`config.mk`:
```
export PLATFORM = sky130hd
export DESIGN_NAME = hdmi_pixel_inject_flat
export DESIGN_NICKNAME = d
export VERILOG_FILES = /design/src/rtl/hdmi_pixel_inject_if.sv /design/src/rtl/hdmi_pixel_inject.sv /design/src/flat_wrapper.sv
export SDC_FILE = /design/constraint.sdc
export NUM_CORES = 1
export LEC_CHECK = 0
export BUFFER_PORTS_ARGS = -buffer_cell sky130_fd_sc_hd__buf_2
export CAP_MARGIN = 15
export CORE_ASPECT_RATIO = 0.7
export CORE_MARGIN = 1
export CORE_UTILIZATION = 55
export CTS_CLUSTER_SIZE = 10
export DETAILED_ROUTE_END_ITERATION = 10
export GPL_TIMING_DRIVEN = 0
export HOLD_SLACK_MARGIN = 0.1
export PLACE_DENSITY = 0.8
export SLEW_MARGIN = 40
export SYNTH_ARGS = -nofsm -noshare
export SYNTH_HDL_FRONTEND = slang
export SYNTH_SLANG_ARGS = --single-unit
```
`constraint.sdc`:
```
create_clock -name i_clk -period 18.2 [get_ports i_clk]
set_input_delay 2.73 -clock i_clk [delete_from_list [all_inputs] [get_ports i_clk]]
set_output_delay 2.73 -clock i_clk [all_outputs]
set_load 0.05 [all_outputs]
```
`src/rtl/hdmi_pixel_inject_if.sv`:
```
// Wishbone register-bus bundle for the HDMI pixel injector.
// The master drives the strobes and write data; the slave returns ack, stall and read data.
interface hdmi_pixel_inject_if;
  logic        wb_cyc;
  logic        wb_stb;
  logic        wb_we;
  logic [1:0]  wb_addr;
  logic [31:0] wb_wdata;
  logic        wb_ack;
  logic        wb_stall;
  logic [31:0] wb_rdata;

  modport master (
    output wb_cyc, wb_stb, wb_we, wb_addr, wb_wdata,
    input  wb_ack, wb_stall, wb_rdata
  );

  modport slave (
    input  wb_cyc, wb_stb, wb_we, wb_addr, wb_wdata,
    output wb_ack, wb_stall, wb_rdata
  );
endinterface

```
`src/rtl/hdmi_pixel_inject.sv`:
```
// Replaces one pixel per frame on the HDMI path with a programmed {R,G,B} value,
// either once (armed one-shot) or every frame, under Wishbone control.
module hdmi_pixel_inject #(
  parameter int          CLKBITS        = 30,
  parameter int unsigned DEF_FRAME_CLKS = 2474999
) (
  input  logic             i_clk,
  input  logic             i_reset,
  input  logic [9:0]       i_hdmi_r,
  input  logic [9:0]       i_hdmi_g,
  input  logic [9:0]       i_hdmi_b,
  output logic [9:0]       o_hdmi_r,
  output logic [9:0]       o_hdmi_g,
  output logic [9:0]       o_hdmi_b,
  hdmi_pixel_inject_if.slave wb
);

  typedef enum logic [1:0] {
    ST_IDLE    = 2'd0,
    ST_ONESHOT = 2'd1,
    ST_PERSIST = 2'd2
  } state_t;

  localparam logic [CLKBITS-1:0] FRAME_RST = CLKBITS'(DEF_FRAME_CLKS);
  localparam logic [1:0] A_FRAME = 2'd0;
  localparam logic [1:0] A_POS   = 2'd1;
  localparam logic [1:0] A_VALUE = 2'd2;
  localparam logic [1:0] A_CTRL  = 2'd3;

  logic [CLKBITS-1:0] r_frame_clks;
  logic [CLKBITS-1:0] r_pixel_pos;
  logic [CLKBITS-1:0] r_counter;
  logic [29:0]        r_inj_val;
  logic [29:0]        r_pix;
  logic [15:0]        r_inj_count;
  state_t             r_state;
  state_t             w_state_next;

  logic        w_wr;
  logic        w_frame_wr;
  logic        w_pos_wr;
  logic        w_value_wr;
  logic        w_ctrl_wr;
  logic        w_zero_cnt;
  logic        w_clr_inj;
  logic        w_hit;
  logic [29:0] w_pix_in;
  logic [31:0] w_rd_mux;
  logic        w_unused;

  assign w_wr       = wb.wb_cyc && wb.wb_stb && wb.wb_we;
  assign w_frame_wr = w_wr && (wb.wb_addr == A_FRAME);
  assign w_pos_wr   = w_wr && (wb.wb_addr == A_POS);
  assign w_value_wr = w_wr && (wb.wb_addr == A_VALUE);
  assign w_ctrl_wr  = w_wr && (wb.wb_addr == A_CTRL);
  assign w_zero_cnt = w_ctrl_wr && wb.wb_wdata[3];
  assign w_clr_inj  = w_ctrl_wr && wb.wb_wdata[2];

  // Hit uses only registered state, so any same-cycle write takes effect next clock.
  assign w_hit = (r_state != ST_IDLE) && (r_counter == r_pixel_pos);

  always_ff @(posedge i_clk or posedge i_reset) begin
    if (i_reset) begin
      r_frame_clks <= FRAME_RST;
      r_pixel_pos  <= '0;
      r_inj_val    <= '0;
    end else begin
      if (w_frame_wr) r_frame_clks <= wb.wb_wdata[CLKBITS-1:0];
      if (w_pos_wr)   r_pixel_pos  <= wb.wb_wdata[CLKBITS-1:0];
      if (w_value_wr) r_inj_val    <= wb.wb_wdata[29:0];
    end
  end

  // The >= compare (rather than ==) makes a shortened frame wrap immediately.
  always_ff @(posedge i_clk or posedge i_reset) begin
    if (i_reset) begin
      r_counter <= '0;
    end else if (w_zero_cnt) begin
      r_counter <= '0;
    end else if (r_counter < r_frame_clks) begin
      r_counter <= r_counter + 1'b1;
    end else begin
      r_counter <= '0;
    end
  end

  always_ff @(posedge i_clk or posedge i_reset) begin
    if (i_reset) begin
      r_inj_count <= '0;
    end else if (w_clr_inj) begin
      r_inj_count <= '0;
    end else if (w_hit && (r_inj_count != 16'hffff)) begin
      r_inj_count <= r_inj_count + 16'd1;
    end
  end

  always_ff @(posedge i_clk or posedge i_reset) begin
    if (i_reset) begin
      r_state <= ST_IDLE;
    end else begin
      r_state <= w_state_next;
    end
  end

  always_comb begin
    w_state_next = r_state;
    if ((r_state == ST_ONESHOT) && w_hit) begin
      w_state_next = ST_IDLE;
    end
    if (w_ctrl_wr) begin
      if (wb.wb_wdata[0]) begin
        w_state_next = ST_PERSIST;
      end else if (wb.wb_wdata[1]) begin
        w_state_next = ST_ONESHOT;
      end else begin
        w_state_next = ST_IDLE;
      end
    end
  end

  assign w_pix_in = {i_hdmi_r, i_hdmi_g, i_hdmi_b};

  for (genvar gi = 0; gi < 3; gi++) begin : g_chan
    always_ff @(posedge i_clk or posedge i_reset) begin
      if (i_reset) begin
        r_pix[gi*10 +: 10] <= '0;
      end else if (w_hit) begin
        r_pix[gi*10 +: 10] <= r_inj_val[gi*10 +: 10];
      end else begin
        r_pix[gi*10 +: 10] <= w_pix_in[gi*10 +: 10];
      end
    end
  end

  assign {o_hdmi_r, o_hdmi_g, o_hdmi_b} = r_pix;

  always_comb begin
    w_rd_mux = '0;
    case (wb.wb_addr)
      A_FRAME: w_rd_mux = 32'(r_frame_clks);
      A_POS:   w_rd_mux = 32'(r_pixel_pos);
      A_VALUE: w_rd_mux = {2'b00, r_inj_val};
      A_CTRL:  w_rd_mux = {(r_state == ST_ONESHOT), (r_state == ST_PERSIST), 14'h0, r_inj_count};
      default: w_rd_mux = '0;
    endcase
  end

  // Read data is sampled every clock regardless of strobe; a read that coincides with a write sees the old value.
  always_ff @(posedge i_clk or posedge i_reset) begin
    if (i_reset) begin
      wb.wb_ack   <= 1'b0;
      wb.wb_rdata <= '0;
    end else begin
      wb.wb_ack   <= wb.wb_stb;
      wb.wb_rdata <= w_rd_mux;
    end
  end

  assign wb.wb_stall = 1'b0;
  assign w_unused    = &{1'b0, wb.wb_wdata[31:30]};

endmodule

```
`src/flat_wrapper.sv`:
```
// flat-port wrapper written by rule: the top's interface ports become plain ports
module hdmi_pixel_inject_flat 
#(
  parameter int          CLKBITS        = 30,
  parameter int unsigned DEF_FRAME_CLKS = 2474999
)
  (i_clk, i_reset, i_hdmi_r, i_hdmi_g, i_hdmi_b, o_hdmi_r, o_hdmi_g, o_hdmi_b, wb_wb_cyc, wb_wb_stb, wb_wb_we, wb_wb_addr, wb_wb_wdata, wb_wb_ack, wb_wb_stall, wb_wb_rdata);
  hdmi_pixel_inject_if wb_i ();
  input  logic i_clk;
  input  logic i_reset;
  input  logic [9:0] i_hdmi_r;
  input  logic [9:0] i_hdmi_g;
  input  logic [9:0] i_hdmi_b;
  output logic [9:0] o_hdmi_r;
  output logic [9:0] o_hdmi_g;
  output logic [9:0] o_hdmi_b;
  input wire logic [$bits(wb_i.wb_cyc)-1:0] wb_wb_cyc;
  input wire logic [$bits(wb_i.wb_stb)-1:0] wb_wb_stb;
  input wire logic [$bits(wb_i.wb_we)-1:0] wb_wb_we;
  input wire logic [$bits(wb_i.wb_addr)-1:0] wb_wb_addr;
  input wire logic [$bits(wb_i.wb_wdata)-1:0] wb_wb_wdata;
  output wire logic [$bits(wb_i.wb_ack)-1:0] wb_wb_ack;
  output wire logic [$bits(wb_i.wb_stall)-1:0] wb_wb_stall;
  output wire logic [$bits(wb_i.wb_rdata)-1:0] wb_wb_rdata;
  assign wb_i.wb_cyc = wb_wb_cyc;
  assign wb_i.wb_stb = wb_wb_stb;
  assign wb_i.wb_we = wb_wb_we;
  assign wb_i.wb_addr = wb_wb_addr;
  assign wb_i.wb_wdata = wb_wb_wdata;
  assign wb_wb_ack = wb_i.wb_ack;
  assign wb_wb_stall = wb_i.wb_stall;
  assign wb_wb_rdata = wb_i.wb_rdata;
  hdmi_pixel_inject #(.CLKBITS(CLKBITS), .DEF_FRAME_CLKS(DEF_FRAME_CLKS)) u_core (.i_clk(i_clk), .i_reset(i_reset), .i_hdmi_r(i_hdmi_r), .i_hdmi_g(i_hdmi_g), .i_hdmi_b(i_hdmi_b), .o_hdmi_r(o_hdmi_r), .o_hdmi_g(o_hdmi_g), .o_hdmi_b(o_hdmi_b), .wb(wb_i));
endmodule
```
# Word-level counts from Yosys, hierarchy flattened
# Cells that the tools add are included.
op_classes:
  addsub: 2
  magnitude_cmp: 1
  eq_ne: 7
  mux: 12
  n_reduce_logical: 15
op_table:
  columns: ["cell", "count"]
  rows:
  - ["one-hot mux 32 bit (4 select lines)", 1]
  - ["2-to-1 mux 30 bit", 2]
  - ["2-to-1 mux 16 bit", 2]
  - ["adder 30 x 1 -> 30 bit (second input constant)", 1]
  - ["== test 30 bit", 1]
  - ["less-than comparator 30 bit", 1]
  - ["2-to-1 mux 10 bit", 3]
  - ["adder 16 x 1 -> 16 bit (second input constant)", 1]
  - ["inequality test 16 bit (second input constant)", 1]
  - ["logical AND 1 bit", 11]
  - ["== test 2 bit (second input constant)", 3]
  - ["2-to-1 mux 2 bit", 3]
  - ["nonzero test 2 bit", 3]
  - ["== test 2 x 1 -> 1 bit (second input constant)", 2]
  - ["zero test 2 bit", 1]
  - ["2-to-1 mux 1 bit", 1]
totals:
  reg_bits: 201
  input_bits: 69
  output_inout_bits: 64
  word_cells: 48

# Longest topological paths before layout
depth:
  depth_word: 5
  depth_mapped: 9
  depth_no_buf: 8

# Least setup slack after synthesis
# No wires, ideal clock.
synth_timing:
  kind: "input port to flip-flop"
  startpoint: "in wb_wb_addr[0]"
  endpoint: "reg u_core.r_inj_count[13]"
  setup_time_ns: 0.126
  arrival_ns: 4.050
  required_ns: 18.074
  path_slack_ns: 14.024
  cell_stages: 8
  path_buffers: 2
  cell_sequence: "clkbuf_1 > nand2_1 > nor2_1 > and2_1 > dlymetal6s4s_1 > nor2_1 > nand4_1 > o21ai_0"
synth_via:
  elab_chain_cells: 4
  word_cells_on_any_way: 5
  classes_between: "eq/ne (1); mux (1); reduce/logical (3)"
synth_rtl:
  columns: ["element", "line", "text"]
  rows:
  - ["from (decl)", "flat_wrapper.sv:20", "input wire logic [$bits(wb_i.wb_addr)-1:0] wb_wb_addr;"]
  - ["== test 2 bit (*)", "hdmi_pixel_inject.sv:55", "assign w_ctrl_wr = w_wr && (wb.wb_addr == A_CTRL);"]
  - ["logical AND 1 bit (*)", "hdmi_pixel_inject.sv:55", null]
  - ["logical AND 1 bit (*)", "hdmi_pixel_inject.sv:57", "assign w_clr_inj = w_ctrl_wr && wb.wb_wdata[2];"]
  - ["2-to-1 mux 16 bit / nonzero test 2 bit (equally long branches)", null, null]
  - ["to (signal assigned)", "hdmi_pixel_inject.sv:93", "r_inj_count <= r_inj_count + 16'd1;"]
  - ["to (decl)", "hdmi_pixel_inject.sv:35", "logic [15:0] r_inj_count;"]
# Every way passes the cells marked *; elsewhere a longest branch is shown, timed or not.
# A chain may end at the register's enable or synchronous reset.

# Worst setup path in the final report
layout_timing:
  startpoint: "in wb_wb_addr[0]"
  endpoint: "reg u_core.r_counter[3]"
layout_via:
  elab_chain_cells: 4
layout_rtl:
  columns: ["element", "line", "text"]
  rows:
  - ["== test 2 bit", "hdmi_pixel_inject.sv:55", null]
  - ["logical AND 1 bit", "hdmi_pixel_inject.sv:55", null]
  - ["logical AND 1 bit", "hdmi_pixel_inject.sv:56", "assign w_zero_cnt = w_ctrl_wr && wb.wb_wdata[3];"]
  - ["2-to-1 mux 30 bit", "hdmi_pixel_inject.sv:78", "end else if (w_zero_cnt) begin"]
  - ["to (signal assigned)", "hdmi_pixel_inject.sv:81", "r_counter <= r_counter + 1'b1;"]
  - ["to (decl)", "hdmi_pixel_inject.sv:32", "logic [CLKBITS-1:0] r_counter;"]
# Every way passes these cells.

==> impl_metrics.ini <==
[clock_tree]
clkTransAtPathRegs_ns = 0.06
hold_buffers = 0
cts_max_level = 1
cts-resized-gates = 0
clock_path_buffers = 3
clock_sinks = 201
cts_setup_buffers = 0
tritoncts = yes
numCtsBuffers = 24
clk_latency_ns = 0.50
cts_root_buf = clkbuf_16

[timing]
hold_viol = 0
tns_ns = 0
fin_skew_ns = 0.01251
slew_headroom = 0.4714
finalSetupViolCount = 0
drv_slew = 0
hold_slack_ns = 0.5055
rsz0062_at_grt = false
period_needed_ns = 4.617
fin_crit_sh = 0.2537
fmax_mhz = 216.6
worst_pin_slew_ns = 0.7869

[critical_path]
arrival_ns = 4.98
startpoint_type = primary input
path_class = in -> reg
critPathMaxFanout = 10
cp.required_ns = 18.56
end_kind = flip-flop

[routing]
routed_wl_mm = 23.24
wl_met2_mm = 10.17
highest_layer = met4
drtIter0Drc = 584
ant_nets = 0
avgRoutedWirePerCell_microns = 19.38
firstDrtPassIters = 5
vias = 6921
route.met3.wl_mm = 1.702
drt-met1-wl_mm = 10.81
drc_errors = 0
vias_per_cell = 5.772

[logic_synthesis]
synthTopCellsByCount = dfrtp_1 (187), mux2_2 (91), nand2_1 (73)
syn_avg_cell_area_sq_um = 11.88
netlist_top_cells_area = dfrtp_1 (49%), mux2_2 (11%), ha_1 (4.1%)
synth_cell_type_count = 51
synth_edf_count = 0
syn_inst = 801
yosysMostFrequentCell = dfrtp_1
syn_nets = 901
ys_warn_count = 0
seq_area_frac_synth = 0.5305
syn_area_sq_um = 9514
synth.top_cell.area_share = 0.4918
synthFlopType = dfrtp_1
yosys.area.top_type = dfrtp_1
synth_seq_cells = 201
async_reset_ff_frac = 1.000

[status]
status = complete, no violations

[grt]
antenna_found_initial = 0
grt_start_max_net_pins = 75
grt_pass1_wl_mm = 37.09
grt_overflow = 0
grtUsageTotal = 0.2670
grt_pass1_vias = 6718

[floorplanning]
ios = 133
start_util = 0.5735
die_w_microns = 159.2
placementRows = 39
fp.dieH_microns = 112.0
die_area_sq_um = 17840
coreArea_sq_um = 16590

[placement]
hpwl_mm = 16.71
port_buffers = 127
gp_congestion = 0.9116
placed_area_sq_um = 10490

[job]
cap_violations = 0

[power]
total_power_uw = 1343
p_per_area_nw_per_um2 = 120.0
p_leak_uw = 0.005291
ir_worst_vdd_v = 0.00008606

[final_layout]
antenna_cells = 0
layout-area-overhead-vs-synth_pct = 17.69
fin_area_sq_um = 11200
drive_gt1_frac = 0.3142
finalCoreUtilization = 0.6749
nNetsFinal = 1056

[hold_path]
hp-class = reg -> reg
==> flip-flops by register name, summed over array words and instances (netlist names) <==
name and count:
u_core.wb.wb_ack 1, u_core.r_inj_val 30, u_core.r_frame_clks 30, u_core.o_hdmi_g 10
u_core.wb.wb_rdata 32, u_core.o_hdmi_r 10, u_core.o_hdmi_b 10, u_core.r_inj_count 16
u_core.r_counter 30, u_core.r_state 2, u_core.r_pixel_pos 30
==> cells in the final DEF (no fill, tap or decap), types with 2 or more instances in the layout <==
master     synthesis  routed
and4_1             4       4
inv_1             37      36
mux2_2            91      91
nor4_4             3       3
nand2_1           73      73
xnor2_1           20      20
nor4_1            13      13
a21o_1             5       5
buf_2              6     133
nor2_1            53      53
buf_6              2       2
ha_1              31      31
clkbuf_16          0      25
clkbuf_1          23      40
o21ai_0           53      53
nand2b_1           5       5
xor2_1            41      41
nor3_1             9       9
nand4_1           21      21
dfrtp_1          187     187
a31o_2             3       3
a21oi_1           16      16
mux2i_1           18      18
and3_1             7       7
and3_2             5       5
mux4_2            16      16
nor4b_1            2       2
nor3b_1            2       2
a31o_1             2       2
buf_16             0       2
nand3_1           18      18
dfstp_2           14      14
==> metrics by stage <==
| stage | setup slack [ns] | cells |
|---|---|---|
| 2_1_floorplan | 10.01 | 801 |
| 3_3_place_gp | 7.861 | 1153 |
| 3_5_place_dp | 13.13 | 1155 |
| 4_1_cts | 13.64 | 1199 |
| 5_1_grt | 13.45 | 1199 |
| 6_report | 13.58 | 1199 |
==> per-layer routing <==
layer  vias to the layer above  GRT usage
met5                         -          0
met2                       298     0.3953
met3                        47    0.04582
met1                      3453     0.4090
li1                       3123          -
met4                         0    0.07051
==> final cells by class <==
class                      count  area (sq um)
multi-input combinational    530          4169
inverter                      37         146.4
tap                          225         281.5
clock inverter                 1         8.758
buffer                        33         160.2
timing repair buffer         129         690.7
fill                        1238          5394
sequential                   201          5047
clock buffer                  43         693.2
==> power by group <==
| part | switching (uW) | internal (uW) |
|---|---|---|
| registers | 66.1 | 532 |
| logic | 193 | 119 |
| clock network | 177 | 256 |
==> worst paths after layout <==
check,start,end,slack (ns),cells after the start
worst max-delay path,wb_wb_addr[0],u_core.r_counter[3],13.58,8
worst min-delay path,u_core.r_inj_val[22],u_core.wb.wb_rdata[22],0.51,2
worst max register to register,u_core.r_counter[0],u_core.o_hdmi_r[5],15.55,6
worst min register to register,u_core.r_inj_val[22],u_core.wb.wb_rdata[22],0.51,2
max in group asynchronous,i_reset,u_core.r_frame_clks[14],14.87,4
min in group asynchronous,i_reset,u_core.o_hdmi_r[7],2.25,2
==> logic make-up after synthesis <==
family,Yosys count,synth area share
other,1,0.0003942
adder cells (fa/ha/maj),31,0.04077
buffers and inverters,70,0.03130
flip-flops,201,0.5305
multiplexers,125,0.1645
XOR/XNOR,62,0.05786
AO/OA/AOI/OAI,85,0.04998
AND/OR/NAND/NOR,226,0.1247
==> critical path, cell delays in order <==
cell and delay [ns]:
clkbuf_1 0.40, nand2_1 0.21, nor2_1 0.56, a221oi_1 0.24, o211ai_1 0.14, a31o_2 0.15
clkbuf_1 0.41, nor2_1 0.12
Power figures use the tool's default switching activity.
